[config.mk]
export PLATFORM = sky130hd
export DESIGN_NAME = ssd1306_procedure_scheduler
export DESIGN_NICKNAME = d
export VERILOG_FILES = /design/src/rtl/ssd1306_procedure_scheduler.sv
export SDC_FILE = /design/constraint.sdc
export NUM_CORES = 1
export LEC_CHECK = 0
export BUFFER_PORTS_ARGS = -buffer_cell sky130_fd_sc_hd__buf_2
export CAP_MARGIN = 20
export CORE_ASPECT_RATIO = 0.8
export CORE_MARGIN = 5
export CORE_UTILIZATION = 44
export DETAILED_ROUTE_END_ITERATION = 12
export PLACE_DENSITY = 0.71
export SYNTH_ARGS = -nofsm -noshare
export SYNTH_HDL_FRONTEND = slang
export SYNTH_SLANG_ARGS = --single-unit
[constraint.sdc]
create_clock -name clk_in -period 1.8 [get_ports clk_in]
set_input_delay 0.18 -clock clk_in [delete_from_list [all_inputs] [get_ports clk_in]]
set_output_delay 0.18 -clock clk_in [all_outputs]
set_load 0.01 [all_outputs]
[src/rtl/ssd1306_procedure_scheduler.sv]
// Round-robin scheduler that hands SSD1306 microcode procedures to a single
// executor, running the power-up init procedure before any requester is served.
module ssd1306_procedure_scheduler #(
   parameter int MICROCODE_SIZE = 48,
   parameter int NUM_REQ        = 4,
   parameter int INIT_OFFSET    = 0,
   localparam int ADDR_W = (MICROCODE_SIZE > 1) ? $clog2(MICROCODE_SIZE) : 1,
   localparam int IDX_W  = (NUM_REQ > 1) ? $clog2(NUM_REQ) : 1
) (
   input  logic                      clk_in,
   input  logic                      reset_in,
   input  logic [NUM_REQ-1:0]        req_in,
   input  logic [NUM_REQ*ADDR_W-1:0] req_offset_in,
   output logic [NUM_REQ-1:0]        grant_out,
   output logic [NUM_REQ-1:0]        done_out,
   output logic                      init_done_out,
   output logic                      busy_out,
   output logic [ADDR_W-1:0]         procedure_offset_out,
   output logic                      procedure_start_out,
   input  logic                      procedure_done_in
);

   typedef enum logic [1:0] {
      S_BOOT  = 2'd0,
      S_IDLE  = 2'd1,
      S_START = 2'd2,
      S_BUSY  = 2'd3
   } state_t;

   state_t               r_state;
   state_t               w_next;
   logic [NUM_REQ-1:0]   r_pending;
   logic [IDX_W-1:0]     r_last;
   logic [IDX_W-1:0]     r_owner;
   logic                 r_owner_boot;
   logic [ADDR_W-1:0]    r_offset;
   logic [NUM_REQ-1:0]   r_grant;
   logic [NUM_REQ-1:0]   r_done;
   logic                 r_init_done;

   logic                 w_arb;
   logic [IDX_W-1:0]     w_winner;
   logic [IDX_W-1:0]     w_idx;
   logic [ADDR_W-1:0]    w_win_off;
   logic [NUM_REQ-1:0]   w_grant_vec;

   assign w_arb = (r_state == S_IDLE) && r_init_done && (|r_pending);

   // Scan downward so the last hit is the closest index after r_last.
   always_comb begin
      w_winner = '0;
      w_idx    = '0;
      for (int k = NUM_REQ - 1; k >= 0; k--) begin
         w_idx = IDX_W'((int'(r_last) + 1 + k) % NUM_REQ);
         if (r_pending[w_idx]) begin
            w_winner = w_idx;
         end
      end
   end

   assign w_win_off = req_offset_in[int'(w_winner) * ADDR_W +: ADDR_W];

   always_comb begin
      w_grant_vec = '0;
      if (w_arb) begin
         w_grant_vec[w_winner] = 1'b1;
      end
   end

   always_ff @(posedge clk_in or posedge reset_in) begin
      if (reset_in) begin
         r_state <= S_BOOT;
      end else begin
         r_state <= w_next;
      end
   end

   always_comb begin
      w_next = r_state;
      unique case (r_state)
         S_BOOT:  if (procedure_done_in)  w_next = S_START;
         S_IDLE:  if (w_arb)              w_next = S_START;
         S_START: if (!procedure_done_in) w_next = S_BUSY;
         S_BUSY:  if (procedure_done_in)  w_next = S_IDLE;
         default:                         w_next = S_BOOT;
      endcase
   end

   always_comb begin
      procedure_start_out = (r_state == S_START);
      busy_out            = (r_state != S_IDLE);
   end

   always_ff @(posedge clk_in or posedge reset_in) begin
      if (reset_in) begin
         r_pending    <= '0;
         r_last       <= IDX_W'(NUM_REQ - 1);
         r_owner      <= '0;
         r_owner_boot <= 1'b1;
         r_offset     <= '0;
         r_grant      <= '0;
         r_done       <= '0;
         r_init_done  <= 1'b0;
      end else begin
         r_grant   <= '0;
         r_done    <= '0;
         // A new request on the grant cycle re-arms the requester.
         r_pending <= (r_pending & ~w_grant_vec) | req_in;
         unique case (r_state)
            S_BOOT: begin
               if (procedure_done_in) begin
                  r_offset     <= ADDR_W'(INIT_OFFSET);
                  r_owner_boot <= 1'b1;
               end
            end
            S_IDLE: begin
               if (w_arb) begin
                  r_grant      <= w_grant_vec;
                  r_offset     <= w_win_off;
                  r_last       <= w_winner;
                  r_owner      <= w_winner;
                  r_owner_boot <= 1'b0;
               end
            end
            S_BUSY: begin
               if (procedure_done_in) begin
                  if (r_owner_boot) begin
                     r_init_done <= 1'b1;
                  end else begin
                     r_done[r_owner] <= 1'b1;
                  end
               end
            end
            default: ;
         endcase
      end
   end

   assign grant_out            = r_grant;
   assign done_out             = r_done;
   assign init_done_out        = r_init_done;
   assign procedure_offset_out = r_offset;

endmodule

==> results of run 1 <==
routing by layer:
metal | share of wire [%] | up-vias
met5 | 0 | -
met4 | 0.99 | 0
met3 | 4.9 | 4
met2 | 53 | 26
met1 | 41 | 549
li1 | - | 543
worst paths after layout:
check | startpoint | to | slack, ns | cells after the start
worst max-delay path | r_pending[0] | procedure_offset_out[5] | 0.09 | 6
worst min-delay path | req_in[2] | r_pending[2] | 0.09 | 2
worst max register to register | r_pending[0] | procedure_offset_out[5] | 0.09 | 6
worst min register to register | r_owner[1] | done_out[1] | 0.50 | 1
max in group asynchronous | reset_in | r_last[1] | 1.01 | 4
min in group asynchronous | reset_in | done_out[2] | 0.49 | 4
layout by cell type (no fill, tap or decap), types with 2 or more instances in the layout:
cell type  count
o21bai_1       3
nand3b_1       6
nand2b_1       4
dfstp_2        3
nand3_2        2
nor3_4         2
buf_2         47
nor2_1         9
clkbuf_8       4
nand3_1        2
nand2_1       13
inv_1          5
or2_4          2
dfrtp_1       22
o211ai_1       7
buf_4          7
mux2i_1        7
o2111ai_2      6
a21o_1         2
per-stage QoR:
stage / total power (uW) / area [um^2] / cells / utilization [%] / worst slack, ns
finish: 3040 / 1710 / 214 / 56.6 / 0.0937
global route: 3280 / 1710 / 214 / 56.6 / 0.00386
CTS: 3010 / 1690 / 213 / 55.8 / 0.00441
detailed placement: 2630 / 1620 / 208 / 53.7 / 0.0233
global placement: 2570 / 1620 / 208 / 53.7 / 0.0989
floorplan: 2300 / 1350 / 121 / - / 0.0567
layout make-up:
class	count	area, um^2
inverters	6	22.5
well taps	40	50.0
repair buffers	55	298
clock buffers	4	55.1
multi-input cells	83	628
fillers	274	1310
flip-flops and latches	26	656
critical path, cell delays in order, from the launching register on:
cell	delay, ns
dfrtp_1	0.42
or4_1	0.55
nand3_2	0.12
nor2_1	0.09
buf_4	0.21
o2111ai_2	0.07
o211ai_1	0.12
state kept, by name (all words and copies together) (netlist names):
name and count:
r_owner_boot 1, init_done_out 1, r_pending 4, r_state 2, grant_out 4, r_owner 2, procedure_offset_out 6, r_last 2
done_out 4
logic make-up after synthesis:
| kind of cell | share of synthesized area (%) |
|---|---|
| simple gates | 20.2 |
| mux | 5.20 |
| compound gates | 20.0 |
| buf+inv | 6.03 |
| flops | 48.5 |
what timing repair did:
item / CTS / global route
setup endpoints to repair: 0 / 12
setup buffers: 0 / 1
hold buffers: 1 / 0
gates resized for setup: 0 / 6
endpoints found under the hold margin: 23 / 0
power groups by stage:
stage               sequential [uW]  clock [uW]  combinational, uW
floorplan                      1040           0               1260
global placement               1020           0               1550
detailed placement             1040           0               1590
CTS                            1030         386               1600
global route                   1070         413               1800
finish                         1030         376               1630
==> summary.md, run 1 <==
| Metric | Value |
|---|---|
| Tot GR Track Use | between 10% and 20% |
| # IOs | 48 |
| Area Growth Syn to Fin | 26.7% |
| P_leak | 0.000851 uW |
| PortBufs | 47 |
| Top-count cell post-synth | dfrtp_1 |
| Setup repair after global routing missed its margin | no |
| Syn Inst Count | roughly 120 |
| Number of synthesized register bits | 26 |
| Congestion Overflow GR | 0 |
| Pin count of the biggest net entering global routing | 27 |
| Clock Power Share | about an eighth |
| Clock Path Buffers | 2 |
| Outcome | completed |
| Top post-synthesis cells by count | 23 x dfrtp_1, 14 x nand2_1, 10 x nor2_1 |
| Die width | 71.9 um |
| Slew Viols, Final | 0 |
| Worst-path clk slew | approximately 0.09 ns |
| Sequential share of the synthesized area | between 40% and 50% |
| Final setup vio count | 0 |
| Switching power | 1310 uW |
| Nets | a little over 200 |
| Number of distinct library cells after synthesis | 37 |
| WS Path Type | reg2reg |
| Die height | 59.5 um |
| Synthesized area per cell | roughly 11 um^2 |
| DRT Pass-1 Iters | 4 |
| Yosys Warn Count | 0 |
| Actual slew at the worst max-slew pin | ~0.38 ns |
| Final Cycle Share | a little over nine tenths |
| Via count | around 1100 |
| Post-Syn Nets | approximately 150 |
| Pint | between 1500 and 2000 uW |
| Post-DR vias/cell | roughly 5.2 |
| H-tree levels | 1 |
| DRC violations left | 0 |
| Hold Path Class | in2reg |
| Initial antenna violation count | 0 |
| Area of the die | about 0.0043 mm^2 |
| Core footprint | between 0.003 and 0.004 mm^2 |
| Fraction of layout cells with a size suffix above 1 | 45.4% |
| Area share of the largest cell type after synthesis | a little over two fifths |
| Number of global-route vias before repair | roughly 1100 |
| Max Freq | between 500 and 600 MHz |
| WHS | around 0.086 ns |
| Routed Antenna Nets | 0 |
| CP startpoint kind | flip-flop |
| CP Capture Type | flip-flop |
| RePlAce Congestion | approximately 0.75 |
| Combinational share of power | between 50% and 60% |
| Top cell type by total area after synthesis | dfrtp_1 |
| Area contributors post-synth | dfrtp_1 43%, o2111ai_2 6.7%, dfstp_2 5.8% |
| Num rows | 18 |
| Power Dens Cells | between 1500 and 2000 mW/mm^2 |
| Busiest grt layer | met2 |
| WL final | ~3.1 mm |
| Synth Flop Type | dfrtp_1 |
| CP Max Fanout | 10 |
| Max VDD drop | 0.794 mV |
| M2 GR Usage | between 20 and 30% |
| Setup TNS | 0 ns |
| # diodes | 0 |
| Clk root buf | clkbuf_8 |
| Switching share of total power | ~43% |
| Max cap viols | 0 |
| CTS buffer count | 3 |
| Hpwl dp | between 2 and 2.5 mm |
| DRT iter0 DRCs | 81 |
| Critical path required time | 1.95 ns |
| Worst-skew pair later-pin latency | ~0.27 ns |
| Avg WL per Cell | 14.6 um |
| Mapped Area | around 0.0013 mm^2 |
| Initial Utilization | 44.7% |
| Rel. slew slack | about three quarters |
| Post-layout min period | about 1.7 ns |
| CTS tree | built |
| GR Layer Usage met3 | 4.41% |
| Ys async rst share | 100% |
| Sink Count | 26 |
| Setup Skew | between 0.003 and 0.004 ns |
| Met1 usage | 19.9% |
| First-pass GRT wire length | roughly 5.2 mm |
| Number of synthesized flops with an enable pin | 0 |
| Fin. Hold Viols | 0 |
| Flop pwr share | between 30% and 40% |
| Crit path DAT | roughly 1.9 ns |
(Power assumes the default switching activity.)
==> run 2: changes to the inputs <==
--- a/config.mk
+++ b/config.mk
@@ -13,2 +13,3 @@
 export DETAILED_ROUTE_END_ITERATION = 12
+export MAX_ROUTING_LAYER = met4
 export PLACE_DENSITY = 0.71
--- a/constraint.sdc
+++ b/constraint.sdc
@@ -3,2 +3,2 @@
 set_output_delay 0.18 -clock clk_in [all_outputs]
-set_load 0.01 [all_outputs]
+set_load 0.005 [all_outputs]
==> summary.md, run 2 (same netlist as run 1, synthesis figures left out) <==
| Metric | Value |
|---|---|
| Routed Antenna Nets | 0 |
| Sink Count | 26 |
| Hold Path Class | in2reg |
| Number of global-route vias before repair | between 1000 and 1500 |
| Combinational share of power | between 50% and 60% |
| Power Dens Cells | around 1700 mW/mm^2 |
| Setup TNS | 0 ns |
| WS Path Type | reg2reg |
| Area Growth Syn to Fin | 27.3% |
| Pwr Total | around 3000 uW |
| Core footprint | between 0.003 and 0.004 mm^2 |
| DRC violations left | 0 |
| Initial Utilization | between 40 and 50% |
| Num rows | 18 |
| Fin. Hold Viols | 0 |
| CP Capture Type | flip-flop |
| Die height | 59.5 um |
| Via count | approximately 1100 |
| Slowest stage cell, crit path | or4_1 |
| First-pass GRT wire length | between 5 and 6 mm |
| Post-layout min period | about 1.7 ns |
| DRT iter0 DRCs | a little under 80 |
| WL final | 3.17 mm |
| # IOs | 48 |
| Max reg flops | 6 |
| Area of the die | around 0.0043 mm^2 |
| Worst Reg2Reg Path Length in Cells | 6 |
| # fillers | between 200 and 300 |
| Worst r2r dst | procedure_offset_out[5] |
| Pin count of the biggest net entering global routing | 27 |
| Clock Path Buffers | 2 |
| Clk root buf | clkbuf_8 |
| Switching power | ~1300 uW |
| Setup repair after global routing missed its margin | no |
| Tot GR Track Use | 16.2% |
| Crit-path cells | or4_1 > nand3_2 > nor2_1 > buf_4 > o2111ai_2 > o211ai_1 |
| Initial antenna violation count | 0 |
| Max cap viols | 0 |
| CP Max Fanout | 10 |
| Worst-path clk slew | approximately 0.09 ns |
| CTS tree | built |
| Flop pwr share | between 30 and 40% |
| Setup Skew | about 0.0048 ns |
| Reg-to-Reg Start | r_pending[0] |
| Final setup vio count | 0 |
| # diodes | 0 |
| Slew Viols, Final | 0 |
| Worst-skew pair later-pin latency | about 0.27 ns |
| Most common cell after layout, fill and taps aside | buf_2 |
| Pint | between 1500 and 2000 uW |
| Post-DR vias/cell | 5.26 |
| CTS buffer count | 3 |
| Avg WL per Cell | between 10 and 15 um |
| P_leak | approximately 0.00086 uW |
| H-tree levels | 1 |
| PortBufs | 47 |
| Clock Power Share | 12.6% |
| Nets | 207 |
| Critical path required time | roughly 2 ns |
| CP peak stage delay | 0.55 ns |
| Congestion Overflow GR | 0 |
| Max VDD drop | about 0.8 mV |
| Worst hold stages | 2 |
| Flop2flop setup slack | between 0.08 and 0.09 ns |
| Crit path DAT | around 1.9 ns |
| CP startpoint kind | flip-flop |
| Max Freq | around 600 MHz |
| Critical Path Sink | procedure_offset_out[5] |
| DRT Pass-1 Iters | 4 |
| Crit path launch | r_pending[0] |
| Switching share of total power | a little over two fifths |
| RePlAce Congestion | 0.757 |
| Hpwl dp | about 2.5 mm |
| Die width | 71.9 um |
| Final Cycle Share | between 90% and 100% |
| Actual slew at the worst max-slew pin | between 0.3 and 0.4 ns |
| Rel. slew slack | around 75% |
| Fraction of layout cells with a size suffix above 1 | around 46% |
| Outcome | completed |
| Commonest non-fill, non-tap cells in the layout | 47 x buf_2, 22 x dfrtp_1, 13 x nand2_1 |
## run 2: per-stage QoR
stage / hold WS, ns / instances / worst slack (ns) / cell area, um^2 / util, %
floorplan: 0.218 / 121 / 0.0567 / 1350 / -
global placement: 0.246 / 208 / 0.0989 / 1620 / 53.7
detailed placement: 0.250 / 208 / 0.0233 / 1620 / 53.7
CTS: 0.0790 / 213 / 0.00441 / 1690 / 55.8
global route: 0.0878 / 215 / 0.00204 / 1720 / 56.9
finish: 0.0838 / 215 / 0.0888 / 1720 / 56.9
## run 2: layout make-up
cell class	count	area (um^2)	area share, %
Inverter	6	22.5	1.31
Tap cell	40	50.0	2.92
Sequential cell	26	656	38.2
Timing Repair Buffer	56	305	17.8
Multi-Input combinational cell	83	628	36.6
Clock buffer	4	55.1	3.21
## run 2: timing repair
action / CTS / global route
gates resized for setup: 0 / 6
setup buffers: 0 / 2
hold buffers: 1 / 0
endpoints found under the setup margin: 0 / 12
endpoints found under the hold margin: 23 / 0
## run 2: metal layers
layer  vias to the layer above  GRT usage [%]  wire length [um]
met1                       549           20.2              1280
met2                        30           27.0              1680
met4                         0           3.22                31
met3                         4           4.24               174
met5                         -              -                 0
li1                        548              -                 -
## run 2: power groups by stage
stage / combinational (uW) / clock, uW / sequential, uW
detailed placement: 1540 / 0 / 1040
global route: 1760 / 414 / 1070
floorplan: 1250 / 0 / 994
CTS: 1540 / 386 / 1030
finish: 1590 / 379 / 1030
global placement: 1490 / 0 / 1020
## run 2: worst min-delay path by stage
stage	startpoint	end	slack (ns)
2_1_floorplan	reset_in	done_out[0]	0.22
3_3_place_gp	reset_in	procedure_offset_out[5]	0.25
3_5_place_dp	reset_in	done_out[2]	0.25
4_1_cts	req_in[2]	r_pending[2]	0.08
5_1_grt	req_in[2]	r_pending[2]	0.09
6_report	req_in[2]	r_pending[2]	0.08
## run 2: worst max-delay path, delay by kind of cell, from the launching register on
kind / cells / cell delay, ns
and+or+nand+nor: 3 / 0.76
AOI/OAI and AO/OA: 2 / 0.19
DFF: 1 / 0.42
buffers and inverters: 1 / 0.21
